$ cat config.mk
export PLATFORM = sky130hd
export DESIGN_NAME = spi2adc
export DESIGN_NICKNAME = d
export VERILOG_FILES = /design/src/rtl/spi2adc.sv
export SDC_FILE = /design/constraint.sdc
export NUM_CORES = 1
export LEC_CHECK = 0
export ABC_AREA = 0
export CORE_MARGIN = 8
export CORE_UTILIZATION = 50
export CTS_CLUSTER_DIAMETER = 150
export DETAILED_ROUTE_END_ITERATION = 16
export GPL_TIMING_DRIVEN = 0
export PLACE_DENSITY = 0.8
export SKIP_LAST_GASP = 1
export SYNTH_ARGS = -nofsm -noshare
export SYNTH_HDL_FRONTEND = slang
export SYNTH_SLANG_ARGS = --single-unit
$ cat constraint.sdc
create_clock -name CLOCK_50 -period 2.25 [get_ports CLOCK_50]
set_input_delay 0.675 -clock CLOCK_50 [delete_from_list [all_inputs] [get_ports CLOCK_50]]
set_output_delay 0.675 -clock CLOCK_50 [all_outputs]
set_load 0.02 [all_outputs]
$ cat src/rtl/spi2adc.sv
// SPI master for a 2-channel 10-bit serial ADC: one 16-SCK-period frame per START pulse.
// Optional build macro SPI2ADC_AVG_EN: ADC_DATA becomes a 4-sample running average.
module spi2adc #(
    parameter int unsigned CLK_DIV = 25
) (
    input  logic       CLOCK_50,
    input  logic       RST_N,
    input  logic       START,
    input  logic       CHANNEL,
    input  logic       ADC_SDO,
    output logic       ADC_CS,
    output logic       ADC_SDI,
    output logic       ADC_SCK,
    output logic       BUSY,
    output logic       DATA_VALID,
    output logic [9:0] ADC_DATA
);

    typedef enum logic [2:0] {
        StIdle,
        StSetup,
        StShift,
        StHold,
        StDone
    } state_e;

    localparam logic [7:0] DivLast = 8'(CLK_DIV - 1);

    state_e     state_q;
    logic [7:0] cnt_q;
    logic       half_q;
    logic [3:0] bit_q;
    logic       odd_q;
    logic [9:0] shift_q;
    logic       cs_q;
    logic       sck_q;
    logic       sdi_q;
    logic       busy_q;
    logic       dv_q;
    logic [9:0] data_q;

    logic       cnt_last;
    logic [3:0] next_bit;
    logic       sdi_next;
    logic       sample_bit;
    logic [9:0] result;

    assign cnt_last = (cnt_q == DivLast);
    assign next_bit = bit_q + 4'd1;
    // Periods 5..14 carry D9..D0; period 4 is the ADC's null bit.
    assign sample_bit = (bit_q >= 4'd5) && (bit_q <= 4'd14);

    // Command word: start, SGL, ODD, MSBF, then zeros.
    always_comb begin
        sdi_next = 1'b0;
        case (next_bit)
            4'd1:    sdi_next = 1'b1;
            4'd2:    sdi_next = odd_q;
            4'd3:    sdi_next = 1'b1;
            default: sdi_next = 1'b0;
        endcase
    end

`ifdef SPI2ADC_AVG_EN
    logic [9:0]  hist0_q;
    logic [9:0]  hist1_q;
    logic [9:0]  hist2_q;
    logic [11:0] avg_sum;

    assign avg_sum = {2'b00, shift_q} + {2'b00, hist0_q} + {2'b00, hist1_q} + {2'b00, hist2_q};
    assign result  = avg_sum[11:2];

    always_ff @(posedge CLOCK_50 or negedge RST_N) begin
        if (!RST_N) begin
            hist0_q <= '0;
            hist1_q <= '0;
            hist2_q <= '0;
        end else if (state_q == StHold && cnt_last) begin
            hist0_q <= shift_q;
            hist1_q <= hist0_q;
            hist2_q <= hist1_q;
        end
    end
`else
    assign result = shift_q;
`endif

    always_ff @(posedge CLOCK_50 or negedge RST_N) begin
        if (!RST_N) begin
            state_q <= StIdle;
            cnt_q   <= '0;
            half_q  <= 1'b0;
            bit_q   <= '0;
            odd_q   <= 1'b0;
            shift_q <= '0;
            cs_q    <= 1'b1;
            sck_q   <= 1'b0;
            sdi_q   <= 1'b0;
            busy_q  <= 1'b0;
            dv_q    <= 1'b0;
            data_q  <= '0;
        end else begin
            dv_q <= 1'b0;
            case (state_q)
                StIdle: begin
                    if (START) begin
                        state_q <= StSetup;
                        odd_q   <= CHANNEL;
                        cnt_q   <= '0;
                        cs_q    <= 1'b0;
                        sdi_q   <= 1'b1;
                        busy_q  <= 1'b1;
                    end
                end
                StSetup: begin
                    if (cnt_last) begin
                        state_q <= StShift;
                        cnt_q   <= '0;
                        half_q  <= 1'b0;
                        bit_q   <= '0;
                    end else begin
                        cnt_q <= cnt_q + 8'd1;
                    end
                end
                StShift: begin
                    if (!cnt_last) begin
                        cnt_q <= cnt_q + 8'd1;
                    end else begin
                        cnt_q <= '0;
                        if (!half_q) begin
                            // SCK rising edge: capture SDO on this same clock.
                            sck_q  <= 1'b1;
                            half_q <= 1'b1;
                            if (sample_bit) begin
                                shift_q <= {shift_q[8:0], ADC_SDO};
                            end
                        end else if (bit_q == 4'd15) begin
                            state_q <= StHold;
                            half_q  <= 1'b0;
                            cs_q    <= 1'b1;
                            sck_q   <= 1'b0;
                            sdi_q   <= 1'b0;
                        end else begin
                            sck_q  <= 1'b0;
                            half_q <= 1'b0;
                            bit_q  <= next_bit;
                            sdi_q  <= sdi_next;
                        end
                    end
                end
                StHold: begin
                    if (cnt_last) begin
                        state_q <= StDone;
                        cnt_q   <= '0;
                        busy_q  <= 1'b0;
                        dv_q    <= 1'b1;
                        data_q  <= result;
                    end else begin
                        cnt_q <= cnt_q + 8'd1;
                    end
                end
                StDone: begin
                    state_q <= StIdle;
                end
                default: begin
                    state_q <= StIdle;
                end
            endcase
        end
    end

    assign ADC_CS     = cs_q;
    assign ADC_SCK    = sck_q;
    assign ADC_SDI    = sdi_q;
    assign BUSY       = busy_q;
    assign DATA_VALID = dv_q;
    assign ADC_DATA   = data_q;

endmodule

==> metrics list, run 1 <==
* Dominant cell by count in the synthesized netlist: sky130_fd_sc_hd__dfrtp_1
- Cell Chain, Critical Path: inv_1, ha_1, nor3b_2, nand3_2, nor4_4, buf_12, mux2_2
* Count of vias placed by the detailed router: 1396
- In this run the static leakage power is 1.12 nW.
* Site row count: 23
- Antenna violation net count after detailed routing: 0
- Die Span Y: 79.6 um
* Tightest Hold Check Type: input pin to async pin
- Summing the areas of all xor and xnor instances in the mapped netlist gives 1.30% of the synthesized area.
- Detailed placement finished with a half-perimeter wire length of 2.74 mm.
- Root Buffer Master: sky130_fd_sc_hd__clkbuf_8
- By area the synthesized netlist is led by sky130_fd_sc_hd__dfrtp_1 51%, sky130_fd_sc_hd__mux2_2 12%, sky130_fd_sc_hd__ha_1 4.3%, sky130_fd_sc_hd__mux2i_1 3.0%, sky130_fd_sc_hd__a21oi_1 2.2%.
- DIE AREA: 0.00633 mm^2
- The Yosys step of the flow raised 0 warnings.
- Synthesis inferred 42 register bits.
- Crit path largest cell delay: 0.41 ns
- STA classifies the critical path endpoint as a flop.
- CTS sink count: 42
- Summed over all layers, the routed wires come to 4.05 mm.
* Routability congestion estimate: 0.858
* DR pass1 iterations: 4
* Async SR Flop Fraction: 100%
- The share of synthesized area in the top cell type comes to 50.8%.
- Cells fill 61.9% of the core in the end.
* Effective utilization at floorplan: 51.3%
* Fraction of the mapped netlist area in compound gates: 8.85%
- CP Class: flop to flop
- Counting flops with a built-in enable in the synthesized netlist gives 0.
- VDD IR-drop max: 0.579 mV
- Period minus WS final: 2.15 ns
* Avg Cell Area, Syn: 11.9 um^2
* IO buf count: 19
- TritonCTS built the clock tree.
- Number of antenna violations at the first check in global routing: 0
- After clock tree synthesis, the clock-pin slew on the worst setup and hold paths is 0.09 ns.
* Initial detailed-routing violation count: 124
* Required time of the critical path: 2.43 ns
- The flow ran to the end, and the final reports show no timing, DRC or antenna violations.
* Vias/cell: 5.58
- In the synthesized netlist, the number of instances is 170.
- Worst Tran Pin Value: 0.900 ns
* Max Fclk: 465 MHz
- The number of nets in the synthesized netlist is 182.
- After global routing the overflow that remains totals 0.
* Synth area leader: sky130_fd_sc_hd__dfrtp_1
* Area of the placeable core: 0.00394 mm^2
* Area fraction in and, or, nand and nor cells after synthesis: 15.0%
- Synthesized-area fraction occupied by adder cells: 4.33%
- In the synthesized netlist, the cells that appear most often are 41 x sky130_fd_sc_hd__dfrtp_1, 22 x sky130_fd_sc_hd__mux2_2, 12 x sky130_fd_sc_hd__nand2_1, 11 x sky130_fd_sc_hd__inv_1, 9 x sky130_fd_sc_hd__a21oi_1.
- Die Wd: 79.6 um
- Maximum number of pins on one net before global-route repair: 43
- H-Tree Level Count: 2
- The slowest stage of the critical path belongs to the cell sky130_fd_sc_hd__dfrtp_1.
- Final worst path period share: 95.5%
- Antenna diodes: 0
- The longest clock path from root to sink contains 2 buffers.
- Multiplexer share of the synthesized area: 15.2%
* Arrival time at the worst endpoint: 2.33 ns
- 20 I/O pins were placed.
* Area added between synthesis and finish: 20.8%
- For this run, the total global-route usage over all layers was measured as 12.8%.
- Counting distinct cell types in the post-synthesis netlist gives 42.
- Setup violations remaining at the end of the flow were counted as 0.
- Setup tns final: 0 ns
- Relative slew slack: 40.0%
* Most used flip-flop cell after synthesis: sky130_fd_sc_hd__dfrtp_1
* Number of buffers created by CTS: 5
- Overall Power: 1.99 mW
* P per Cell Area: 816 mW/mm^2
* Final hold violations: 0
- Number of nets in the final layout: 211
- DRC viols: 0
- Once layout is complete, the cells apart from fillers number 250.
- Post-CTS Hold Fix Bufs: 0
* Worst clock skew on the final layout: 0.00722 ns
- Along the worst path, the maximum fanout reaches 10.
- By area, the combinational part of the netlist is dominated by multiplexers.
- The cell area that synthesis handed to floorplanning was 0.00202 mm^2.
- Inst Count DP: 239
- Part of the Yosys area used for sequential elements: 52.1%
* Global-route wire length before repair: 6.45 mm
- After detailed routing, the average wire length per cell comes to 16.2 um.
- Of the cells placed in the final design, the portion with a size suffix greater than 1 is 21.5%.
- The worst setup path is launched from a flop.
* Worst-skew pair later-pin latency: 0.30 ns
- The via count of the first global-routing pass came to 1425.
* Max-capacitance violation count: 0
- Final max-slew violation count: 0
==> worst max-delay path, delay by kind of cell (launching register included) <==
family,cells,cell delay (ns)
buffers and inverters,2,0.26
adders and majority gates,1,0.15
DFF,1,0.41
muxes,1,0.34
and+or+nand+nor,3,0.86
==> report_power, final <==
part / switching, mW / total, mW / internal, mW
Sequential: 0.0448 / 0.854 / 0.809
Combinational: 0.252 / 0.414 / 0.162
Clock: 0.279 / 0.724 / 0.445
==> through the flow <==
stage          hold slack, ns  setup slack [ns]  area, um^2
2_1_floorplan           0.379             0.198        2020
4_1_cts                 0.484          -0.00284        2410
5_1_grt                 0.520           -0.0112        2440
3_5_place_dp            0.467           -0.0986        2270
3_3_place_gp            0.461            -0.440        2270
6_report                0.495             0.101        2440
==> final timing paths <==
path / slack, ns / startpoint / to / depth (start not counted)
worst max-delay path: 0.10 / cnt_q[0]$_DFFE_PN0P_ / result[8]$_DFFE_PN0P_ / 7
worst min-delay path: 0.49 / RST_N / half_q$_DFFE_PN0P_ / 1
worst max register to register: 0.10 / cnt_q[0]$_DFFE_PN0P_ / result[8]$_DFFE_PN0P_ / 7
worst min register to register: 0.50 / ADC_SCK$_DFFE_PN0P_ / ADC_SCK$_DFFE_PN0P_ / 2
max in group asynchronous: 1.18 / RST_N / ADC_DATA[7]$_DFFE_PN0P_ / 1
min in group CLOCK_50: 0.50 / ADC_SCK$_DFFE_PN0P_ / ADC_SCK$_DFFE_PN0P_ / 2
==> cell usage in the layout (no fill, tap or decap), types with 2 or more instances in the layout <==
cell type,instances
sky130_fd_sc_hd__a21oi_1,9
sky130_fd_sc_hd__o21ai_0,2
sky130_fd_sc_hd__a22o_1,3
sky130_fd_sc_hd__nor3b_2,2
sky130_fd_sc_hd__clkdlybuf4s50_1,18
sky130_fd_sc_hd__buf_2,2
sky130_fd_sc_hd__clkbuf_1,5
sky130_fd_sc_hd__clkbuf_8,5
sky130_fd_sc_hd__nor2b_1,2
sky130_fd_sc_hd__ha_1,7
sky130_fd_sc_hd__bufinv_16,2
sky130_fd_sc_hd__mux2i_1,6
sky130_fd_sc_hd__xor2_1,2
sky130_fd_sc_hd__nor3_1,3
sky130_fd_sc_hd__a21o_1,2
sky130_fd_sc_hd__o211ai_1,2
sky130_fd_sc_hd__nand2_1,12
sky130_fd_sc_hd__inv_1,11
sky130_fd_sc_hd__buf_4,2
sky130_fd_sc_hd__a211o_1,2
sky130_fd_sc_hd__nand2b_1,4
sky130_fd_sc_hd__dfrtp_1,41
sky130_fd_sc_hd__mux2_2,22
sky130_fd_sc_hd__or3_1,2
sky130_fd_sc_hd__nor4_1,2
sky130_fd_sc_hd__nand3_1,8
==> layer usage <==
layer / global-route usage (%) / up-vias / wire length [um]
met3: 4.95 / 5 / 188
met2: 20.6 / 27 / 1980
met4: 4.44 / 0 / 46
met1: 15.3 / 703 / 1840
li1: - / 661 / -
met5: 0 / - / 0
==> registers in the layout, summed over array words and instances, names as in the netlist <==
register / flops
BUSY: 1
DATA_VALID: 1
result: 10
ADC_CS: 1
odd_q: 1
cnt_q: 8
bit_q: 4
state_q: 3
half_q: 1
ADC_SDI: 1
ADC_DATA: 10
ADC_SCK: 1
==> repair_timing <==
item / CTS / global route
setup endpoints to repair: 17 / 18
gates resized for setup: 1 / 0
setup buffers: 0 / 3
pin swaps: 1 / 1
==> layout make-up <==
type | instances | area (um^2)
clock inverters | 3 | 68.8
well taps | 50 | 62.6
plain buffers | 6 | 23.8
clock buffers | 5 | 68.8
fillers | 279 | 1500
multi-input cells | 111 | 903
flip-flops and latches | 42 | 1050
repair buffers | 22 | 220
inverters | 11 | 41.3
==> kinds of logic (layout without fill, tap and decap cells) <==
family | count (synthesis) | in the layout
simple gates | 47 | 47
flops | 42 | 42
mux | 28 | 28
compound gates | 26 | 26
buf+inv | 17 | 47
fa+ha+maj | 7 | 7
xor+xnor | 3 | 3
No activity file was read; power rests on OpenSTA's default activity.
==> inputs of run 2 (changes only) <==
- CELL_PAD_IN_SITES_DETAIL_PLACEMENT: default -> 1
- CELL_PAD_IN_SITES_GLOBAL_PLACEMENT: default -> 1
- CORE_UTILIZATION: 50 -> 45
- PLACE_DENSITY: 0.8 -> 0.87
==> run 2 against run 1 <==
  * Total power is 6.7% lower
  * Non-clock buffer count decreased by 1
  * Register-to-register slack improved by 0.12 ns
  * Wire length is 21% higher
  * Sequential power is essentially flat
  * Critical path depth decreased by 6
  * Sequential cell count unchanged
  * Fmax grew 0.32%
  * Critical path type is now flop to primary output
  * Critical endpoint is now ADC_CS
==> metrics list, run 2 (synthesis results as in run 1) <==
* Status: complete, no violations
- P per Cell Area: 771 mW/mm^2
- Initial detailed-routing violation count: 55
- LEAKAGE: 1.10 nW
- The finished cells cover 0.00241 mm^2.
- CTS tree: built
* DPL Wire Length: 3.34 mm
- Most common cell after layout, fill and taps aside: sky130_fd_sc_hd__dfrtp_1
- After detailed placement, the total cell area comes to 0.00227 mm^2.
* Area added between synthesis and finish: 19.2%
- The largest single stage delay on the critical path is 0.60 ns.
* Number of buffers created by CTS: 5
* FF-to-FF setup slack: 0.22 ns
- At the placement stage, the worst setup path has a slack of -0.147 ns.
- The via count of the first global-routing pass was 1578.
- VDD IR-drop max: 0.467 mV
- From bottom edge to top edge, the die measures 83.0 um.
- Setup repair after global routing left no endpoint under its margin.
- Largest delay contributor family on the critical path: buffers and inverters
- Number of antenna violations at the first check in global routing: 0
- Share of post-route cells with drive strength above 1: 22.1%
* Final hold violations: 0
- Worst Slack Setup Final: 0.108 ns
- Worst hold path endpoint: ADC_CS$_DFFE_PN1P_
* Global-route wire length before repair: 8.20 mm
- After detailed routing, the total wire length is 4.89 mm.
* Vias/cell: 5.79
- Cell Chain, Critical Path: clkdlybuf4s50_1
- No sink is reached through more buffers than the 2 on the longest clock path.
- Overall Power: 1.86 mW
- Routability-driven placement finished with a final weighted congestion of 0.793.
- Wire length on met1: 1.99 mm
- H-Tree Level Count: 2
- The count of nets left with antenna violations once routing finished came out at 0.
- Post-Route Utilization: 55.3%
- Wire length per cell: 19.5 um
- Number of nets in the final layout: 210
- The later pin in the worst-skew pair is clocked with a latency of 0.31 ns.
- Together, buffers and inverters on the worst path number 1.
* All-layer global routing usage: 14.6%
* Antenna diodes: 0
* Final worst path period share: 95.2%
- The worst register-to-register path has a depth of 7.
- Required time of the critical path: 1.57 ns
- Arrival time at the worst endpoint: 1.47 ns
* Final Setup Violations: 0
* Effective utilization at floorplan: 46.4%
* Max Fclk: 467 MHz
* Final max-slew violation count: 0
- In this run the core area contains 24 standard-cell rows.
- Number of instances on the worst hold path: 2
- In this run the most critical hold path is launched from ADC_CS$_DFFE_PN1P_.
- The floorplan step defined a core boundary enclosing 0.00435 mm^2.
- Highest fanout seen on the critical path: 2
- The endpoint identified for the worst register-to-register timing path is result[0]$_DFFE_PN0P_.
* Setup tns final: 0 ns
* Detailed route wirelength on metal3: 239 um
* Count of vias placed by the detailed router: 1453
- Maximum number of pins on one net before global-route repair: 43
- The first TritonRoute pass finished after 5 iterations.
- The worst setup path is launched from a flop.
- The tightest min-delay check is of the flop to flop type.
- Headroom to the max-slew limit came out at 37.5%.
* Highest metal layer with signal wires: met4
- The top cell types in the final layout, fill and taps aside, are 41 x sky130_fd_sc_hd__dfrtp_1, 22 x sky130_fd_sc_hd__mux2_2, 18 x sky130_fd_sc_hd__clkdlybuf4s50_1.
- Max-cap violations in this run came to 0.
* DRC viols: 0
- Crit path max-delay cell type: sky130_fd_sc_hd__clkdlybuf4s50_1
- Critical register-to-register path startpoint: cnt_q[0]$_DFFE_PN0P_
* Crit path capture type: primary output
- In this run, post-CTS hold repair placed 0 buffers.
- Detailed routing placed a total of 2.55 mm of wire on met2.
- Number of top-level pins: 20
- Period minus WS final: 2.14 ns
- Clock tree synthesis found a total of 42 sinks.
* Die Wd: 83.0 um
- Worst clock skew on the final layout: 0.00750 ns
- Root Buffer Master: sky130_fd_sc_hd__clkbuf_8
- Worst-path clk slew: 0.09 ns
- For the pin with the worst max-slew slack, the measured transition is 0.937 ns.
- IO buf count: 19
- The die covers 0.00689 mm^2.
- GRT Residual Overflow: 0
- The setup path with the least slack is of type flop to primary output.
* Total number of cells along the worst setup path: 1
-- run 2: cell count changes in the layout (fill, tap and decap cells not counted), sizes merged --
cell,previous run,this run
inv,11,12
buf,5,3
clkbuf,10,12
bufinv,2,0
clkinv,1,0
clkinvlp,0,1
-- run 2: layout make-up --
class	count	area, um^2
clock inverters	2	16.3
plain buffers	6	27.5
inverters	11	41.3
multi-input cells	111	911
well taps	52	65.1
flip-flops and latches	42	1050
repair buffers	21	213
clock buffers	6	82.6
fillers	451	1950
-- run 2: worst max-delay path by stage --
stage / endpoint / from
global route: ADC_CS / ADC_CS$_DFFE_PN1P_
detailed placement: result[0]$_DFFE_PN0P_ / cnt_q[0]$_DFFE_PN0P_
floorplan: result[0]$_DFFE_PN0P_ / cnt_q[0]$_DFFE_PN0P_
CTS: ADC_DATA[4]$_DFFE_PN0P_ / cnt_q[0]$_DFFE_PN0P_
finish: ADC_CS / ADC_CS$_DFFE_PN1P_
global placement: odd_q$_DFFE_PN0P_ / RST_N
-- run 2: per-stage QoR --
stage                     hold WS (ns)  instances
after floorplan                  0.379        170
after global placement           0.458        241
after detailed placement         0.465        241
after CTS                        0.492        250
after global routing             0.503        251
final                            0.490        251
-- run 2: what timing repair did --
item                                    in CTS  in global routing
pin swaps                                    1                  0
resized for setup                            2                  4
setup buffers                                1                  1
endpoints found under the setup margin      17                 10
-- run 2: worst reg2reg max path: stages, from the launching register on --
cell	delay [ns]
sky130_fd_sc_hd__dfrtp_1	0.42
sky130_fd_sc_hd__inv_1	0.09
sky130_fd_sc_hd__ha_1	0.15
sky130_fd_sc_hd__nor3b_4	0.29
sky130_fd_sc_hd__nand3_2	0.20
sky130_fd_sc_hd__nor4_4	0.25
sky130_fd_sc_hd__buf_12	0.18
sky130_fd_sc_hd__mux2_2	0.34
-- run 2: metal layers --
| layer | vias to the layer above | GRT usage, % |
|---|---|---|
| met4 | 0 | 6.39 |
| met2 | 44 | 24.0 |
| met5 | - | 0 |
| li1 | 655 | - |
| met1 | 743 | 16.9 |
| met3 | 11 | 4.88 |
-- run 2: power breakdown --
part	internal (mW)	total (mW)	leakage [nW]	switching, mW
clock	0.253	0.535	0.0478	0.283
sequential	0.809	0.856	0.567	0.0476
combinational	0.175	0.466	0.488	0.290
==> inputs of run 3 (changes only) <==
- PLACE_DENSITY: 0.87 -> default
- PLACE_DENSITY_LB_ADDON: default -> 0.3
==> run 3 against run 2 <==
  * Setup slack better by 0.030 ns
  * Combinational power down 6.4%
  * Critical path type unchanged
  * Non-clock buffer count up 1
  * Global-route usage down 0.97 points
  * Critical endpoint unchanged
  * Wire length down 8.6%
  * Clock-buffer cell count unchanged
  * Sequential power about the same
  * Hold slack worse by 0.15 ns
  * Highest routed layer unchanged
  * Clock power down 7.1%
  * Clock skew down 0.0040 ns
  * Via count down 3.1%
==> metrics list, run 3 (synthesis results as in run 1) <==
- The run finished with clean final reports.
- Cell Chain, Critical Path: clkdlybuf4s50_1
- Met3 demand-to-capacity share in global routing: 4.59%
- During I/O placement, the number of pins put on the boundary was 20.
- On the final layout, the worst clock skew is 0.00345 ns.
- Counting both buffers and inverters, the worst setup path holds a total of 1.
- The worst setup path is launched from a flop.
* Worst-path clk slew: 0.08 ns
- Setup violations remaining at the end of the flow were counted as 0.
- The first global-routing pass estimated 7.85 mm of wire.
- The detail route stage leaves a number of antenna-violating nets equal to 0.
- VDD IR-drop max: 0.450 mV
* All-layer global routing usage: 13.7%
- Broken down by cell family, the worst path's largest delay share belongs to buffers and inverters.
- Crit path largest cell delay: 0.61 ns
* Final hold violations: 0
- GRT Residual Overflow: 0
* CP endpoint: ADC_CS
- CTS sink count: 42
- Initial detailed-routing violation count: 70
- Highest fanout seen on the critical path: 2
* Via count of the first global-routing pass: 1569
- Entering global routing, the biggest net connects 25 pins.
- The routed design could run at a clock period as short as 2.11 ns.
- For the worst setup path, the data required time is 1.57 ns.
* R2r worst-path depth: 7
* GR met1 Demand/Resource: 15.8%
- The floorplan step set the die height to 83.0 um.
- FF-to-FF setup slack: 0.14 ns
* H-Tree Level Count: 2
- The routed layout has 1408 vias.
- Sequential Area: 0.00105 mm^2
- Root Buffer Master: sky130_fd_sc_hd__clkbuf_8
* Critical R2R Capture: ADC_DATA[7]$_DFFE_PN0P_
* Die Wd: 83.0 um
* Max Fclk: 473 MHz
* Number of nets in the final layout: 211
- IO buf count: 19
- The number of antenna violations at the first check in global routing came to 0.
* P per Cell Area: 739 mW/mm^2
- Across the run, the number of max-cap violations was 0.
- Compared with the post-synthesis result, the final layout area differs by 19.9%.
- Dividing the detail-routed wire length by the instance count gives 17.7 um.
- In this run the number of cells on the critical path is 1.
- DR pass1 iterations: 4
* Effective utilization at floorplan: 46.4%
- The worst setup path is of the flop to primary output kind.
* DRT Wirelength: 4.47 mm
- Counting the fill cells in the layout gives 462.
- RSZ-0062 raised after global routing: no
- Tightest Hold Check Type: input pin to async pin
- Headroom to the max-slew limit came out at 45.1%.
- DPL Wire Length: 3.39 mm
- Worst Slack Setup Final: 0.137 ns
* Final worst path period share: 93.9%
- The total area inside the core boundary comes to 0.00435 mm^2.
- Routability congestion estimate: 0.751
- Critical register-to-register path startpoint: cnt_q[0]$_DFFE_PN0P_
* DRC viols: 0
- In the final layout, the multi-input gates occupy 905 um^2.
* Number of buffers created by CTS: 5
- DIE AREA: 0.00689 mm^2
- Worst Tran Pin Value: 0.812 ns
* GR peak layer: met2
- Arrival time at the worst endpoint: 1.44 ns
- CTS tree: built
- Worst setup path start: ADC_CS$_DFFE_PN1P_
* Worst slack after detailed placement: -0.203 ns
* Overall Power: 1.79 mW
* Crit path max-delay cell type: sky130_fd_sc_hd__clkdlybuf4s50_1
- LEAKAGE: 1.11 nW
* Share of post-route cells with drive strength above 1: 22.0%
- Antenna diodes: 0
* Most common cell after layout, fill and taps aside: sky130_fd_sc_hd__dfrtp_1
* Site row count: 24
- No sink is reached through more buffers than the 2 on the longest clock path.
- The top cell types in the final layout, fill and taps aside, are 41 x sky130_fd_sc_hd__dfrtp_1, 22 x sky130_fd_sc_hd__mux2_2, 18 x sky130_fd_sc_hd__clkdlybuf4s50_1.
* Crit path capture type: primary output
- Global routing used 23.3% of the available met2 tracks.
- Final max-slew violation count: 0
* Worst hold-check slack: 0.341 ns
- Using the TritonRoute via totals, the vias-per-cell ratio works out to 5.59.
- Worst-skew pair later-pin latency: 0.29 ns
-- run 3: repair_timing --
item / in CTS / in global routing
gates cloned: 0 / 0
hold buffers: 0 / 0
setup buffers: 2 / 0
pin swaps: 1 / 0
endpoints found under the setup margin: 18 / 7
resized for setup: 1 / 1
-- run 3: how the worst min path moves through the flow --
stage / startpoint / to / slack [ns] / cells after the start
after global placement: BUSY$_DFFE_PN0P_ / BUSY$_DFFE_PN0P_ / 0.46 / 1
after global routing: RST_N / bit_q[3]$_DFFE_PN0P_ / 0.36 / 1
after CTS: RST_N / ADC_SCK$_DFFE_PN0P_ / 0.35 / 1
final: RST_N / half_q$_DFFE_PN0P_ / 0.34 / 1
after detailed placement: ADC_CS$_DFFE_PN1P_ / ADC_CS$_DFFE_PN1P_ / 0.46 / 2
after floorplan: RST_N / ADC_DATA[0]$_DFFE_PN0P_ / 0.38 / 0
-- run 3: final cells by class --
class                   count  share of cell area, %
flip-flops and latches     42                   43.4
inverters                  11                   1.70
multi-input cells         111                   37.3
repair buffers             22                   9.92
plain buffers               6                  0.981
clock buffers               6                   3.41
clock inverters             2                  0.517
well taps                  52                   2.69
-- run 3: worst reg2reg max path, cell delays in order (launching register included) --
cell,delay (ns)
sky130_fd_sc_hd__dfrtp_1,0.42
sky130_fd_sc_hd__inv_1,0.11
sky130_fd_sc_hd__ha_1,0.16
sky130_fd_sc_hd__nor3b_2,0.31
sky130_fd_sc_hd__and2_2,0.28
sky130_fd_sc_hd__nand4b_1,0.17
sky130_fd_sc_hd__buf_2,0.25
sky130_fd_sc_hd__mux2_2,0.30
-- run 3: metal layers --
| layer | wire [um] | share of wire, % |
|---|---|---|
| met5 | 0 | 0 |
| met4 | 42 | 0.94 |
| met3 | 166 | 3.7 |
| met2 | 2310 | 52 |
| met1 | 1950 | 44 |
-- run 3: metrics by stage --
| step | TNS, ns | utilization [%] | area (um^2) | cells |
|---|---|---|---|---|
| final | 0 | 55.6 | 2420 | 252 |
| after global routing | 0 | 55.6 | 2420 | 252 |
| after CTS | 0 | 55.6 | 2420 | 252 |
| after detailed placement | -3.37 | 52.8 | 2300 | 242 |
| after global placement | -23.80 | 52.3 | 2280 | 241 |
| after floorplan | 0 | - | 2020 | 170 |
-- run 3: power by group --
part | internal (mW) | switching, mW | leakage [nW]
clock | 0.247 | 0.251 | 0.0472
combinational | 0.167 | 0.269 | 0.494
sequential | 0.809 | 0.0470 | 0.567
